<file path="src/rtl/input_flit_requester_pkg.sv">
// Shared router types: flit type encoding, flit word and requester FSM states.
// Flit layout: [W-1:W-2] type, low bits carry the destination port on head flits.
package input_flit_requester_pkg;

    localparam int FLIT_W = 34;

    typedef enum logic [1:0] {
        FT_HEAD      = 2'b00,
        FT_BODY      = 2'b01,
        FT_TAIL      = 2'b10,
        FT_HEAD_TAIL = 2'b11
    } flit_type_e;

    typedef logic [FLIT_W-1:0] flit_t;

    typedef enum logic [1:0] {
        ST_IDLE,
        ST_REQ,
        ST_XFER,
        ST_DROP
    } state_e;

    function automatic logic is_head(input flit_type_e t);
        return (t == FT_HEAD) || (t == FT_HEAD_TAIL);
    endfunction

    function automatic logic is_tail(input flit_type_e t);
        return (t == FT_TAIL) || (t == FT_HEAD_TAIL);
    endfunction

endpackage

</file>
<file path="src/rtl/flit_fifo.sv">
// Input flit buffer: power-of-two depth, registered storage, top of queue shown combinationally.
// Pushes are refused when full; pops are ignored when empty.
module flit_fifo #(
    parameter int FLIT_WIDTH = 34,
    parameter int FIFO_DEPTH = 4
) (
    input  logic                  clk,
    input  logic                  arst,
    input  logic                  push,
    input  logic [FLIT_WIDTH-1:0] push_data,
    input  logic                  pop,
    output logic [FLIT_WIDTH-1:0] top_data,
    output logic                  empty,
    output logic                  full
);

    localparam int AW = $clog2(FIFO_DEPTH);
    localparam int CW = AW + 1;

    logic [FLIT_WIDTH-1:0] mem [FIFO_DEPTH];
    logic [AW-1:0]         wr_ptr;
    logic [AW-1:0]         rd_ptr;
    logic [CW-1:0]         count;
    logic                  push_ok;
    logic                  pop_ok;

    assign empty    = (count == '0);
    assign full     = (count == CW'(FIFO_DEPTH));
    assign push_ok  = push && !full;
    assign pop_ok   = pop && !empty;
    assign top_data = mem[rd_ptr];

    always_ff @(posedge clk) begin
        if (push_ok) begin
            mem[wr_ptr] <= push_data;
        end
    end

    // Pointers wrap naturally because the depth is a power of two.
    always_ff @(posedge clk or posedge arst) begin
        if (arst) begin
            wr_ptr <= '0;
            rd_ptr <= '0;
            count  <= '0;
        end else begin
            if (push_ok) begin
                wr_ptr <= wr_ptr + 1'b1;
            end
            if (pop_ok) begin
                rd_ptr <= rd_ptr + 1'b1;
            end
            count <= count + CW'(push_ok) - CW'(pop_ok);
        end
    end

endmodule

</file>
<file path="src/rtl/input_flit_requester.sv">
// Router input port: buffers flits, requests the head flit's output port and
// streams the packet once granted; malformed flits and packets are dropped.
module input_flit_requester
    import input_flit_requester_pkg::*;
#(
    parameter int N_OUTPUTS  = 5,
    parameter int FLIT_WIDTH = 34,
    parameter int FIFO_DEPTH = 4
) (
    input  logic                  clk,
    input  logic                  arst,
    input  logic                  fin_valid_i,
    input  logic [FLIT_WIDTH-1:0] fin_data_i,
    output logic                  fin_ready_o,
    output logic [N_OUTPUTS-1:0]  req_o,
    input  logic [N_OUTPUTS-1:0]  grant_i,
    output logic                  fout_valid_o,
    output logic [FLIT_WIDTH-1:0] fout_data_o,
    input  logic                  fout_ready_i,
    output logic [N_OUTPUTS-1:0]  release_o,
    output logic                  err_o
);

    localparam int DEST_W = $clog2(N_OUTPUTS);

    state_e                state;
    state_e                state_next;
    logic [DEST_W-1:0]     dest_ff;
    logic                  load_dest;
    logic                  pop;
    logic [FLIT_WIDTH-1:0] top_data;
    logic                  empty;
    logic                  full;
    flit_type_e            top_type;
    logic [DEST_W-1:0]     top_dest;
    logic                  dest_ok;

    flit_fifo #(
        .FLIT_WIDTH(FLIT_WIDTH),
        .FIFO_DEPTH(FIFO_DEPTH)
    ) u_fifo (
        .clk      (clk),
        .arst     (arst),
        .push     (fin_valid_i),
        .push_data(fin_data_i),
        .pop      (pop),
        .top_data (top_data),
        .empty    (empty),
        .full     (full)
    );

    assign fin_ready_o = !full;
    assign fout_data_o = top_data;
    assign top_type    = flit_type_e'(top_data[FLIT_WIDTH-1:FLIT_WIDTH-2]);
    assign top_dest    = top_data[DEST_W-1:0];
    assign dest_ok     = 32'(top_dest) < 32'(N_OUTPUTS);

    always_ff @(posedge clk or posedge arst) begin
        if (arst) begin
            state   <= ST_IDLE;
            dest_ff <= '0;
        end else begin
            state <= state_next;
            if (load_dest) begin
                dest_ff <= top_dest;
            end
        end
    end

    // The head flit stays buffered through REQ so it is the first flit transferred.
    always_comb begin
        state_next   = state;
        pop          = 1'b0;
        load_dest    = 1'b0;
        err_o        = 1'b0;
        release_o    = '0;
        req_o        = '0;
        fout_valid_o = 1'b0;
        case (state)
            ST_IDLE: begin
                if (!empty) begin
                    if (is_head(top_type)) begin
                        if (dest_ok) begin
                            load_dest  = 1'b1;
                            state_next = ST_REQ;
                        end else begin
                            err_o = 1'b1;
                            pop   = 1'b1;
                            if (top_type == FT_HEAD) begin
                                state_next = ST_DROP;
                            end
                        end
                    end else begin
                        err_o = 1'b1;
                        pop   = 1'b1;
                    end
                end
            end
            ST_REQ: begin
                req_o[dest_ff] = 1'b1;
                if (grant_i[dest_ff]) begin
                    state_next = ST_XFER;
                end
            end
            ST_XFER: begin
                req_o[dest_ff] = 1'b1;
                fout_valid_o   = !empty;
                if (!empty && fout_ready_i) begin
                    pop = 1'b1;
                    if (is_tail(top_type)) begin
                        release_o[dest_ff] = 1'b1;
                        state_next         = ST_IDLE;
                    end
                end
            end
            ST_DROP: begin
                if (!empty) begin
                    pop = 1'b1;
                    if (top_type == FT_TAIL) begin
                        state_next = ST_IDLE;
                    end
                end
            end
            default: state_next = ST_IDLE;
        endcase
    end

endmodule

</file>
<file path="config.mk">
export PLATFORM = sky130hd
export DESIGN_NAME = input_flit_requester
export DESIGN_NICKNAME = d
export VERILOG_FILES = /design/src/rtl/input_flit_requester_pkg.sv /design/src/rtl/flit_fifo.sv /design/src/rtl/input_flit_requester.sv
export SDC_FILE = /design/constraint.sdc
export NUM_CORES = 1
export LEC_CHECK = 0
export ABC_AREA = 1
export CORE_MARGIN = 2
export CORE_UTILIZATION = 30
export DETAILED_ROUTE_END_ITERATION = 12
export DONT_BUFFER_PORTS = 1
export GPL_ROUTABILITY_DRIVEN = 0
export PLACE_DENSITY = 0.51
export SYNTH_ARGS = -nofsm -noshare
export SYNTH_HDL_FRONTEND = slang
export SYNTH_SLANG_ARGS = --single-unit
</file>
<file path="constraint.sdc">
create_clock -name clk -period 6.7 [get_ports clk]
set_input_delay 1.34 -clock clk [delete_from_list [all_inputs] [get_ports clk]]
set_output_delay 1.34 -clock clk [all_outputs]
set_load 0.05 [all_outputs]
</file>
==> results of run 1 <==
-- stage by stage --
stage	worst slack, ps	cell area, um2	util, %	hold WS (ps)
after global routing	2251	6907	35.26	589.4
after floorplan	2271	6022	-	496.3
after detailed placement	2940	6386	32.60	536.2
after global placement	3027	6386	32.60	526.4
after CTS	2478	6907	35.26	550.5
final	2544	6907	35.26	542.5
-- per-layer routing --
metal | share of wire (%) | routed length, um | up-vias | global-route usage [%]
met2 | 50 | 6509 | 76 | 21.04
li1 | - | - | 1705 | -
met3 | 7.3 | 948 | 8 | 6.238
met1 | 42 | 5442 | 1738 | 14.40
met4 | 0.89 | 116 | 0 | 3.382
met5 | 0 | 0 | - | 0
-- sequential cells by signal, indices dropped and copies added (netlist names) --
register,cells
state,2
u_fifo.rd_ptr,2
dest_ff,3
u_fifo.wr_ptr,2
u_fifo.count,3
u_fifo.mem,136
-- area by class of cell --
type / count / share of cell area (%)
clock buffer: 18 / 6.214
clock inverter: 11 / 1.322
inverter: 37 / 2.047
multi-input combinational: 268 / 20.60
sequential: 148 / 63.50
tap: 265 / 4.801
timing repair buffer: 14 / 1.522
-- worst max-delay path: stages (launching register included) --
cell	delay, ps
dfrtp_2	380
buf_4	580
nand2_1	130
a32oi_1	370
inv_1	120
ha_1	230
nor2_1	140
nor2_1	60
nand2_1	150
nor2_1	70
buf_4	190
-- worst max-delay path by stage --
| stage | cells past startpoint | slack [ps] | to | from |
|---|---|---|---|---|
| after floorplan | 10 | 2270 | release_o[0] | u_fifo.rd_ptr[0]$_DFFE_PP0P_ |
| after global placement | 9 | 3030 | err_o | u_fifo.rd_ptr[0]$_DFFE_PP0P_ |
| after detailed placement | 10 | 2940 | release_o[2] | u_fifo.rd_ptr[0]$_DFFE_PP0P_ |
| after CTS | 10 | 2480 | release_o[2] | u_fifo.rd_ptr[0]$_DFFE_PP0P_ |
| after global routing | 10 | 2250 | release_o[2] | u_fifo.rd_ptr[0]$_DFFE_PP0P_ |
| final | 10 | 2540 | release_o[2] | u_fifo.rd_ptr[0]$_DFFE_PP0P_ |
-- kinds of logic after synthesis --
logic type	count (synthesis)	share of synthesized area, %
compound gates	103	9.350
simple gates	146	9.952
buf+inv	59	4.072
flops	148	72.80
xor+xnor	4	0.5819
fa+ha+maj	15	3.241
-- cells in the final DEF, fill, tap and decap left out, types with 10 or more instances in the layout --
| cell | netlist | routed |
|---|---|---|
| inv_1 | 35 | 35 |
| ha_1 | 14 | 14 |
| nand2_1 | 39 | 39 |
| nor2_1 | 81 | 77 |
| clkbuf_16 | 0 | 17 |
| o21ai_0 | 62 | 62 |
| edfxtp_1 | 136 | 136 |
| dfrtp_1 | 12 | 11 |
| buf_4 | 1 | 14 |
| o22ai_1 | 30 | 30 |
| nand3_1 | 10 | 10 |
==> flow_metrics.py, run 1 <==
metrics = {
    "status": {
        "status": "completed",
    },
    "job": {
        "drv_cap": 0,
    },
    "cts": {
        "cts_hold_repair.buffers": 0,
        "cts.repair.resized": 0,
        "postCtsSetupBuffers": 0,
        "clock_path_buffers": 2,
        "cts_root_buffer": "clkbuf_16",
        "clock_sinks": 148,
        "clock_latency_ps": 420,
        "htreeDepth": 4,
        "cts.clk_slew.worst_paths_ps": 60,
        "cts_tree": "built",
        "cts_buffers": 17,
    },
    "synth": {
        "syn_nets": 533,
        "yosysWarnings": 0,
        "syn-mean-instance-area_um2": 12.68,
        "syn_inst": 475,
        "synth_top_area_cell": "edfxtp_1",
        "yosysUniqueCellTypes": 27,
        "synthTopCellsByArea": "edfxtp_1, o21ai_0, nor2_1",
        "ys_async_sr_fraction_pct": 8.108,
        "synth_seq_cells": 148,
        "synthFlopType": "edfxtp_1",
        "synth_most_common_cell": "edfxtp_1",
        "syn_area_um2": 6022,
        "synth_top_area_share_pct": 67.82,
        "synth_edf_count": 136,
        "synth_common_cells": "edfxtp_1, nor2_1, o21ai_0, nand2_1, inv_1",
        "yosysSeqAreaShare_pct": 72.80,
    },
    "timing": {
        "relSlewSlack_pct": 17.67,
        "min_period_ps": 4156,
        "finalClockSkew_ps": 7.694,
        "rsz0062_at_grt": "no",
        "fin_crit_sh_pct": 62.03,
        "finalMaxSlewViolations": 0,
        "max_freq_mhz": 240.6,
        "worstMarginPinSlew_ps": 1253,
        "fin_tns_setup_ps": 0,
        "setup_viol_count_final": 0,
        "hold_viol_final": 0,
    },
    "min_path": {
        "whs_path_depth": 2,
        "min_path_type": "flip-flop to flip-flop",
        "worstHoldStart": "state[0]$_DFFE_PP0P_",
        "min_delay_worst_endpoint": "state[0]$_DFFE_PP0P_",
    },
    "detailed_routing": {
        "avgViaCountPerCell": 4.635,
        "routed_wirelength_um": 13020,
        "wire_per_inst_um": 17.10,
        "vias": 3527,
        "drt_iter0_markers": 227,
        "drcViolationCount": 0,
        "firstDrtPassIters": 5,
        "antenna_left": 0,
    },
    "place": {
        "dp_cells": 732,
        "io_buffer_count": 0,
        "dp_hpwl_um": 7773,
    },
    "floorplan": {
        "io_pins": 90,
        "dieArea_um2": 21220,
        "die_w_um": 145.7,
        "die-height_um": 145.7,
        "coreArea_um2": 19590,
        "core.rowCount": 51,
        "floorplan.initialDensity_pct": 30.74,
    },
    "final_layout": {
        "diodes": 0,
        "areaGrowthSynthToFinish_pct": 14.69,
        "drive_above_1_share_pct": 11.49,
        "n_fill_cell": 1906,
        "nets": 544,
        "regArea_um2": 4385,
        "multi_input_area_um2": 1423,
        "fin_cells": 761,
    },
    "worst_setup_path": {
        "cp.arrival_ps": 2820,
        "worst_setup_path_end_kind": "primary output",
        "reg2reg_depth": 16,
        "r2r-start": "u_fifo.rd_ptr[0]$_DFFE_PP0P_",
        "r2r-end": "u_fifo.count[2]$_DFF_PP0_",
        "critical_path_class": "flip-flop to primary output",
        "regToRegSetupSlack_ps": 3230,
        "worstPathMaxFanout": 70,
        "startpoint_type": "flip-flop",
        "critPathRequiredTime_ps": 5360,
    },
    "global_route": {
        "grt_pass1_vias": 3433,
        "antenna_found_initial": 0,
        "grt_use_total_pct": 12.60,
        "grt_max_degree": 71,
        "overflow": 0,
        "grt_pass1_wl_um": 20230,
    },
}
Power of run 1 is left out: the tool's default activity adds up to more than one toggle a clock period on the data nets, which glitch-free logic cannot reach.
==> inputs of run 2 (changes only) <==
- PLACE_DENSITY: 0.51 -> 0.52
- clock period: 6.7 -> 3.55 ns (I/O delays scaled with it)
==> flow_metrics.py, run 2 (synthesized netlist as in run 1, its figures left out) <==
metrics = {
    "place": {
        "dp_hpwl_um": 8039,
        "post_dp_cell_area_um2": 6696,
        "io_buffer_count": 0,
    },
    "final_layout": {
        "layout_commonest_cell": "edfxtp_1",
        "diodes": 0,
        "largest_reg_flops": 136,
        "design_area_um2": 7305,
        "nets": 580,
        "regArea_um2": 4385,
        "final_cell_mix": "edfxtp_1, nor2_1, o21ai_0",
        "multi_input_area_um2": 1438,
        "n_fill_cell": 1887,
        "regMostFlops": "u_fifo.mem",
        "areaGrowthSynthToFinish_pct": 21.30,
        "drive_above_1_share_pct": 18.32,
        "reg_top3": "u_fifo.mem x136, dest_ff x3, u_fifo.count x3",
    },
    "floorplan": {
        "floorplan.initialDensity_pct": 30.74,
        "core.rowCount": 51,
        "die_w_um": 145.7,
        "io_pins": 90,
        "coreArea_um2": 19590,
        "die-height_um": 145.7,
        "dieArea_um2": 21220,
    },
    "worst_setup_path": {
        "reg2reg_depth": 16,
        "critical-path-top-delay-family": "buffers and inverters",
        "regToRegSetupSlack_ps": 540,
        "startpoint_type": "flip-flop",
        "r2r-end": "u_fifo.count[2]$_DFF_PP0_",
        "worstPathMaxFanout": 24,
        "r2r-start": "u_fifo.rd_ptr[0]$_DFFE_PP0P_",
        "crit_buf_inv": 3,
        "critPathSlowestCell": "dfrtp_2",
        "critPathRequiredTime_ps": 2840,
        "slowest_delay_ps": 550,
        "critical_path_class": "flip-flop to primary output",
        "path_cells": "inv_6 -> nand2_1 -> a32oi_2 -> buf_4 -> ha_1 -> nor2_1 -> nor2_1 -> nand2_1 -> nor2_1 -> buf_4",
        "cp_common_cell": "nor2_1",
        "worst_setup_path_end_kind": "primary output",
        "cp.arrival_ps": 2570,
    },
    "detailed_routing": {
        "drt_iter0_markers": 211,
        "antenna_left": 0,
        "vias": 3680,
        "wire_per_inst_um": 16.31,
        "firstDrtPassIters": 6,
        "avgViaCountPerCell": 4.600,
        "drcViolationCount": 0,
        "routed_wirelength_um": 13050,
    },
    "cts": {
        "cts.clk_slew.worst_paths_ps": 60,
        "cts_root_buffer": "clkbuf_16",
        "cts_hold_repair.buffers": 0,
        "postCtsSetupBuffers": 0,
        "clock_sinks": 148,
        "clock_path_buffers": 2,
        "htreeDepth": 4,
        "cts.repair.resized": 0,
        "clock_latency_ps": 420,
        "cts_tree": "built",
        "cts_buffers": 17,
    },
    "min_path": {
        "min_path_type": "input pin to async pin",
    },
    "timing": {
        "finalClockSkew_ps": 7.706,
        "hold_viol_final": 0,
        "min_period_ps": 3284,
        "rsz0062_at_grt": "no",
        "relSlewSlack_pct": 40.56,
        "finalMaxSlewViolations": 0,
        "setup_viol_count_final": 0,
        "fin_crit_sh_pct": 92.51,
        "max_freq_mhz": 304.5,
        "fin_tns_setup_ps": 0,
        "worstMarginPinSlew_ps": 888.4,
    },
    "global_route": {
        "grt_pass1_vias": 3805,
        "overflow": 0,
        "grt_max_degree": 53,
        "grt_use_total_pct": 12.86,
        "grt_pass1_wl_um": 20730,
        "antenna_found_initial": 0,
    },
    "job": {
        "drv_cap": 0,
    },
    "status": {
        "status": "completed",
    },
}
-- run 2: per-layer routing --
| metal | track usage, % | wire, um | vias up |
|---|---|---|---|
| met5 | 0 | 0 | - |
| met4 | 4.510 | 238 | 0 |
| met3 | 4.514 | 773 | 17 |
| met2 | 22.19 | 6486 | 88 |
| met1 | 14.83 | 5550 | 1797 |
| li1 | - | - | 1778 |
-- run 2: worst max-delay path by stage --
| stage | start | to | slack [ps] | cells after the start |
|---|---|---|---|---|
| final | u_fifo.rd_ptr[0]$_DFFE_PP0P_ | release_o[3] | 270 | 10 |
| after global routing | u_fifo.rd_ptr[0]$_DFFE_PP0P_ | release_o[3] | 30 | 10 |
| after CTS | u_fifo.rd_ptr[0]$_DFFE_PP0P_ | release_o[1] | 170 | 10 |
| after detailed placement | u_fifo.rd_ptr[0]$_DFFE_PP0P_ | u_fifo.count[2]$_DFF_PP0_ | 470 | 16 |
| after global placement | u_fifo.rd_ptr[0]$_DFFE_PP0P_ | u_fifo.count[2]$_DFF_PP0_ | 510 | 16 |
| after floorplan | u_fifo.rd_ptr[0]$_DFFE_PP0P_ | release_o[0] | 120 | 10 |
-- run 2: area by class of cell --
cell class,count,share of cell area (%)
sequential,148,60.04
clock inverter,14,2.415
inverter,37,1.970
multi-input combinational,268,19.68
clock buffer,18,5.875
timing repair buffer,50,5.481
tap,265,4.539
-- run 2: through the flow --
stage               setup WS [ps]  std cells  util (%)  hold slack (ps)
global placement            509.9        768     34.18            518.7
detailed placement          472.1        768     34.18            553.3
finish                      265.8        800     37.29            195.2
global route                28.83        800     37.29            218.7
floorplan                   116.0        475         -            496.3
CTS                         171.5        800     37.27            200.7
Power of run 2 is left out for the same reason.
